$ cat src/rtl/mdu_pkg.sv
// Shared types and constants for the iterative multiply/divide unit.
package mdu_pkg;

    localparam int unsigned MduWidth = 32;

    typedef enum logic [1:0] {
        MDU_MULTU = 2'b00,
        MDU_DIVU  = 2'b01
    } mdu_op_e;

    typedef enum logic [1:0] {
        IDLE,
        CALC,
        DONE
    } mdu_state_e;

endpackage

$ cat src/rtl/mdu_step.sv
// One iteration of the MDU datapath: shift-add for MULTU, restoring
// shift-subtract for DIVU. Purely combinational.
// Build option: MDU_DIV_EN includes the subtract/borrow path.
module mdu_step
    import mdu_pkg::*;
#(
    parameter int unsigned Width = MduWidth
) (
    input  mdu_op_e          op_i,
    input  logic [Width-1:0] hi_i,
    input  logic [Width-1:0] lo_i,
    input  logic [Width-1:0] b_i,
    output logic [Width-1:0] hi_o,
    output logic [Width-1:0] lo_o
);

    logic [Width:0] sum;
`ifdef MDU_DIV_EN
    logic [Width:0] diff;
`else
    logic unused_op;
    assign unused_op = ^op_i;
`endif

    // Select add or subtract result and form the shifted hi/lo pair
    always_comb begin
        sum  = {1'b0, hi_i} + (lo_i[0] ? {1'b0, b_i} : '0);
        hi_o = sum[Width:1];
        lo_o = {sum[0], lo_i[Width-1:1]};
`ifdef MDU_DIV_EN
        diff = {hi_i, lo_i[Width-1]} - {1'b0, b_i};
        if (op_i == MDU_DIVU) begin
            if (!diff[Width]) begin
                // No borrow: keep the difference, quotient bit is 1
                hi_o = diff[Width-1:0];
                lo_o = {lo_i[Width-2:0], 1'b1};
            end else begin
                // Borrow: restore by just shifting, quotient bit is 0
                hi_o = {hi_i[Width-2:0], lo_i[Width-1]};
                lo_o = {lo_i[Width-2:0], 1'b0};
            end
        end
`endif
    end

endmodule

$ cat src/rtl/mdu_seq.sv
// Iterative unsigned multiply/divide unit feeding the HI/LO registers.
// Runs Width single-step iterations through mdu_step with a
// start/busy/done handshake.
// Build option: MDU_DIV_EN enables DIVU; without it op 2'b01 is ignored
// and div_zero_o is tied low.
module mdu_seq
    import mdu_pkg::*;
#(
    parameter int unsigned Width = MduWidth
) (
    input  logic             clk_i,
    input  logic             rst_ni,
    input  logic             start_i,
    input  logic [1:0]       op_i,
    input  logic [Width-1:0] a_i,
    input  logic [Width-1:0] b_i,
    output logic             busy_o,
    output logic             done_o,
    output logic [Width-1:0] hi_o,
    output logic [Width-1:0] lo_o,
    output logic             div_zero_o
);

    localparam int unsigned CntW = (Width > 1) ? $clog2(Width) : 1;

    mdu_state_e       state_q, state_d;
    logic [CntW-1:0]  cnt_q, cnt_d;
    mdu_op_e          op_q, op_d;
    logic [Width-1:0] b_q, b_d;
    logic [Width-1:0] hi_q, hi_d;
    logic [Width-1:0] lo_q, lo_d;
    logic [Width-1:0] hi_res_q, hi_res_d;
    logic [Width-1:0] lo_res_q, lo_res_d;
    logic             done_q, done_d;
    logic             op_ok;
    logic [Width-1:0] step_hi, step_lo;
`ifdef MDU_DIV_EN
    logic             dz_q, dz_d;
`endif

    mdu_step #(
        .Width (Width)
    ) u_step (
        .op_i  (op_q),
        .hi_i  (hi_q),
        .lo_i  (lo_q),
        .b_i   (b_q),
        .hi_o  (step_hi),
        .lo_o  (step_lo)
    );

    // Which op codes this build accepts
    always_comb begin
`ifdef MDU_DIV_EN
        op_ok = (op_i == MDU_MULTU) || (op_i == MDU_DIVU);
`else
        op_ok = (op_i == MDU_MULTU);
`endif
    end

    // Next-state and datapath sequencing
    always_comb begin
        state_d  = state_q;
        cnt_d    = cnt_q;
        op_d     = op_q;
        b_d      = b_q;
        hi_d     = hi_q;
        lo_d     = lo_q;
        hi_res_d = hi_res_q;
        lo_res_d = lo_res_q;
        done_d   = 1'b0;
`ifdef MDU_DIV_EN
        dz_d     = dz_q;
`endif
        unique case (state_q)
            IDLE: begin
                if (start_i && op_ok) begin
                    op_d    = mdu_op_e'(op_i);
                    b_d     = b_i;
                    hi_d    = '0;
                    lo_d    = a_i;
                    cnt_d   = '0;
                    state_d = CALC;
                end
            end
            CALC: begin
                hi_d  = step_hi;
                lo_d  = step_lo;
                cnt_d = cnt_q + CntW'(1);
                if (cnt_q == CntW'(Width - 1)) begin
                    state_d = DONE;
                end
            end
            DONE: begin
                // Results and done pulse are registered together as DONE retires
                hi_res_d = hi_q;
                lo_res_d = lo_q;
`ifdef MDU_DIV_EN
                dz_d     = (op_q == MDU_DIVU) && (b_q == '0);
`endif
                done_d   = 1'b1;
                state_d  = IDLE;
            end
            default: state_d = IDLE;
        endcase
    end

    // State and result registers, asynchronously cleared
    always_ff @(posedge clk_i or negedge rst_ni) begin
        if (!rst_ni) begin
            state_q  <= IDLE;
            cnt_q    <= '0;
            op_q     <= MDU_MULTU;
            b_q      <= '0;
            hi_q     <= '0;
            lo_q     <= '0;
            hi_res_q <= '0;
            lo_res_q <= '0;
            done_q   <= 1'b0;
`ifdef MDU_DIV_EN
            dz_q     <= 1'b0;
`endif
        end else begin
            state_q  <= state_d;
            cnt_q    <= cnt_d;
            op_q     <= op_d;
            b_q      <= b_d;
            hi_q     <= hi_d;
            lo_q     <= lo_d;
            hi_res_q <= hi_res_d;
            lo_res_q <= lo_res_d;
            done_q   <= done_d;
`ifdef MDU_DIV_EN
            dz_q     <= dz_d;
`endif
        end
    end

    assign busy_o = (state_q == CALC);
    assign done_o = done_q;
    assign hi_o   = hi_res_q;
    assign lo_o   = lo_res_q;
`ifdef MDU_DIV_EN
    assign div_zero_o = dz_q;
`else
    assign div_zero_o = 1'b0;
`endif

endmodule

$ cat config.mk
export PLATFORM = sky130hd
export DESIGN_NAME = mdu_seq
export DESIGN_NICKNAME = d
export VERILOG_FILES = /design/src/rtl/mdu_pkg.sv /design/src/rtl/mdu_step.sv /design/src/rtl/mdu_seq.sv
export SDC_FILE = /design/constraint.sdc
export NUM_CORES = 1
export LEC_CHECK = 0
export BUFFER_PORTS_ARGS = -buffer_cell sky130_fd_sc_hd__buf_4
export CELL_PAD_IN_SITES_DETAIL_PLACEMENT = 0
export CELL_PAD_IN_SITES_GLOBAL_PLACEMENT = 1
export CORE_MARGIN = 2
export CORE_UTILIZATION = 35
export CTS_CLUSTER_DIAMETER = 60
export DETAILED_ROUTE_END_ITERATION = 16
export PLACE_DENSITY_LB_ADDON = 0.1
export RECOVER_POWER = 50
export SLEW_MARGIN = 10
export SYNTH_ARGS = -nofsm -noshare
export SYNTH_HDL_FRONTEND = slang
export SYNTH_HIERARCHICAL = 1
export SYNTH_SLANG_ARGS = --single-unit
$ cat constraint.sdc
create_clock -name clk_i -period 3.7 [get_ports clk_i]
set_clock_uncertainty 0.1 [all_clocks]
set_input_delay 0.74 -clock clk_i [delete_from_list [all_inputs] [get_ports clk_i]]
set_output_delay 0.74 -clock clk_i [all_outputs]
set_load 0.02 [all_outputs]
* Word level (Yosys, flattened, before mapping)
Cells that the tools add are included.
** Word-level totals
- Register bits after elaboration :: 168
- Bits of input ports :: 69
- Logic and storage cells :: 33
** Operators by class
- $add $sub $neg :: 2
- Eq/ne operators :: 5
- Multiplexer cells :: 11
- Reductions and logical operators :: 7
** Operators with widths (count)
- 32-bit case mux with 2 select lines :: 2
- 32-bit 2-to-1 mux :: 3
- 32-bit by 33-bit adder with 33-bit output :: 1
- 5-bit case mux with 2 select lines :: 1
- 2-bit AND reduction :: 3
- 5-bit by 1-bit adder with 5-bit output, second input constant :: 1
- 5-bit equality test, second input constant :: 1
- 5-bit 2-to-1 mux :: 1
- 2-bit logical NOT :: 2
- 2-bit 2-to-1 mux :: 2
- 2-bit case mux with 2 select lines :: 1
- 2-bit by 1-bit equality test with 1-bit output, second input constant :: 1
- 2-bit equality test, second input constant :: 1
- 2-bit by 1-bit inequality test with 1-bit output, second input constant :: 1
- 2-bit inequality test, second input constant :: 1
- 2-bit nonzero test :: 1
- 1-bit logical AND :: 1
- 1-bit 2-to-1 mux :: 1

* Depth between registers and ports, before layout
- Depth after elaboration :: 4
- Mapped depth :: 12
- Mapped depth without buffers :: 11

* Cells and area by module
Netlist, hierarchy kept.
** Modules (own cells, without submodules)
- mdu_seq :: times used 1, cells an instance 412, area an instance 6837.8 um^2, seq. area each 4254.1 um^2
- mdu_step :: times used 1, cells an instance 321, area an instance 2222.1 um^2, seq. area each 0.0 um^2

* Worst setup path after synthesis
Ideal clock, no wire load.
- Path kind :: register -> register
- Start :: register lo_q[0]
- End :: register hi_q[29]
- Setup time :: 0.121 ns
- Data arrival time :: 2.803 ns
- Path slack :: 0.676 ns
- Stages on the path, launching flop included :: 12
- Path buffers :: 0
- Period minus slack after synthesis :: 3.024 ns
- Cells stage by stage :: dfrtp_1 > and2_1 > ha_1 > fa_1 > a211oi_2 > o211ai_1 > nand3_2 > nand2b_1 > or4_4 > a41o_1 > a311o_1 > a22o_1
** On the way
- Longest elaborated chain between the ends :: 3
** RTL lines
- start: declaration :: RTL line mdu_seq.sv:31 : logic [Width-1:0] lo_q, lo_d;
- start signal: assignment :: RTL line mdu_seq.sv:129 : lo_q <= lo_d;
- 32-bit 2-to-1 mux :: RTL line mdu_step.sv:27 : sum = {1'b0, hi_i} + (lo_i[0] ? {1'b0, b_i} : '0);
- 32-bit by 33-bit adder with 33-bit output :: RTL line mdu_step.sv:27
- via step_hi[29] :: RTL line mdu_seq.sv:36 : logic [Width-1:0] step_hi, step_lo;
- 32-bit case mux with 2 select lines :: RTL line mdu_seq.sv:75 : unique case (state_q)
- end signal: assignment :: RTL line mdu_seq.sv:128 : hi_q <= hi_d;
- end: declaration :: RTL line mdu_seq.sv:30 : logic [Width-1:0] hi_q, hi_d;
The timed path passes the listed nets, and every way through them passes these cells.
A chain may end at the register's enable or synchronous reset.

* Final worst setup path
- Start :: register state_q[1]
- End :: output port busy_o
** On the way
- Longest elaborated chain between the ends :: 1
** RTL lines
- start: declaration :: RTL line mdu_seq.sv:26 : mdu_state_e state_q, state_d;
- start signal: assignment :: RTL line mdu_seq.sv:124 : state_q <= state_d;
- 2-bit by 1-bit equality test with 1-bit output :: RTL line mdu_seq.sv:139 : assign busy_o = (state_q == CALC);
- end: declaration :: RTL line mdu_seq.sv:17 : output logic busy_o,
No other way between the ends.

==> results.md <==
* Final min period at approximately 3.3 ns
* Post-CTS Setup Inserts at 0
* Vias per cell at roughly 5.0
* Vias at just under 6000
* Synthesized Nets at 833
* Die height at approximately 160 um
* DR pass1 iterations at 4
* Fmax at 0.3032 GHz
* Post-cts resize count at 0
* GRT Overall Usage at between 15 and 20%
* Total detailed-routing wirelength at slightly above 20 mm
* Crit end category: output port
* Status: finished, violations left
* Peak supply drop at approximately 0.29 mV
* Buffers on Ports at about 130
* Cells after synthesis at between 700 and 800
* Final setup viols at 0
* Pre-CTS WS at around 0.53 ns
* CTS Root Cell: clkbuf_16
* DR iter-0 viols at 300
* Critical-path cell list: nand2b_2 > inv_1 > buf_4
* CTS clock-pin slew for the worst setup and hold paths at roughly 0.06 ns
* Post-route setup TNS at 0 ns
* CP bufs+invs at 2
* Final layout net count at 921
* Initial core utilization at a little over a third
* Hpwl dp at around 14 mm
* Synth Warn # at 6
* Row Count at between 50 and 60
* Worst Tran Pin Value at 2.632 ns
* Worst-Skew Late Latency at around 0.43 ns
* CORE AREA at 25180 um2
* CTS tree: built
* Ant. Diodes at 0
* Failing checks: max-capacitance violations, max-slew violations
* Per-cell routed wire length at between 15 and 20 um
* Crit path depth at 3
* Crit path launch type: register
* Setup slack after layout at 0.4019 ns
* Max_slew headroom at -75.47%
* Max Slew Vio Count at 56
* Htree depth at 4
* Average size of a mapped cell at 12.34 um2
* Required time of the worst setup path at 2.86 ns
* Boundary pin count at approximately 140
* Routed Antenna Nets at 0
* Die width at approximately 160 um
* Cells after DPL at ~1100
* Cell area after synthesis at approximately 9000 um2
* Hold_buf cts at 0
* Fin cells at 1159
* Largest net degree at the start of global routing at 65
* Remaining Overflow, GRT at 0
* P&R area growth vs syn at 17.38%
* Layout cells sized above 1 at 41.25%
* Pwr Density at roughly 900 nW/um2
* Clock Path Buffers at 2
* Critical Path AT at 2.46 ns
* Die ar. at 27010 um2
* Final period util at about nine tenths
* Fill cell count at approximately 2400
* Clock buffer count from CTS at 17
* Min Hold Slack at 0.4012 ns
* TritonCTS Sinks at approximately 170
* Initial antenna violation count at 0
* Crit path max fanout at 34
* Max-capacitance violation count at 2
* Drt drc at 0
* Fin util at 41.94%
* Final hold vios at 0
* Slowest cell on crit path: inv_1
* Hold path depth at 1
* RSZ-0062 raised after global routing: no
* Worst Hold Class: reg2reg
* Routability cong. at roughly 0.86
* Vias in the first global route at 6262
* Crit path max-delay family: buffers and inverters
* Global-route wire length before repair at around 33 mm
* WS Path Type: reg2out
* Total leakage power at around 5.2 nW
* R2R cell count at 11
* CP max stage delay at between 1 and 1.5 ns
==> sequential cells by signal, summed over array words and instances (netlist names) <==
register,cells
hi_q,32
hi_o,32
state_q,2
lo_o,32
cnt_q,5
done_o,1
lo_q,32
b_q,32
==> per-layer routing <==
layer	share of wire, %	wire length [um]	up-vias	GRT usage, %
met5	0	0	-	0
met1	48	9762	2908	21.52
met2	48	9754	120	25.92
met4	0.93	191	0	4.545
li1	-	-	2786	-
met3	3.8	768	13	2.828
==> path summary, 6_finish.rpt <==
kind	start	to	slack, ns
setup / recovery	state_q[1]$_DFFE_PN0P_	busy_o	0.40
hold / removal	b_q[13]$_DFFE_PN0P_	b_q[13]$_DFFE_PN0P_	0.40
setup reg to reg	lo_q[0]$_DFFE_PN0P_	hi_q[29]$_DFFE_PN0P_	0.53
hold reg to reg	b_q[13]$_DFFE_PN0P_	b_q[13]$_DFFE_PN0P_	0.40
max in group asynchronous	rst_ni	cnt_q[0]$_DFFE_PN0P_	0.84
min in group asynchronous	rst_ni	lo_o[14]$_DFFE_PN0P_	1.14
==> placed cells by master (no fill, tap or decap), types with 3 or more instances in the layout <==
master	n
a21oi_1	30
o211ai_1	6
nand3_1	7
a22o_1	35
xnor2_1	16
nand4_1	9
and2_1	34
a31oi_1	7
clkbuf_16	17
inv_1	9
nand2b_1	4
o21ai_0	23
nand2_1	23
clkbuf_1	13
inv_6	3
mux2_4	27
a21o_1	12
clkinv_4	4
mux2_2	135
ha_1	34
nor3_1	5
xor2_1	13
nor2_1	13
dfrtp_1	168
buf_4	129
==> area by class of cell <==
class / count / area [um2] / share of cell area, %
clock buffers: 19 / 442.9 / 4.194
clock inverters: 12 / 141.4 / 1.339
inverters: 9 / 33.78 / 0.3199
multi-input cells: 476 / 4258 / 40.32
flip-flops and latches: 168 / 4204 / 39.81
well taps: 330 / 412.9 / 3.909
repair buffers: 145 / 1069 / 10.12
==> power breakdown <==
group | internal, W | switching, W
clock network | 0.00102 | 0.000777
logic | 0.00237 | 0.00233
registers | 0.00254 | 0.000478
total | 0.00593 | 0.00358
==> metrics by stage <==
stage | power, W | cell area (um2)
after global placement | 0.007736 | 10040
final | 0.009508 | 10560
after CTS | 0.009643 | 10630
after floorplan | 0.006852 | 8997
after global routing | 0.01025 | 10560
after detailed placement | 0.007767 | 10040
No activity file was read; power rests on OpenSTA's default activity.
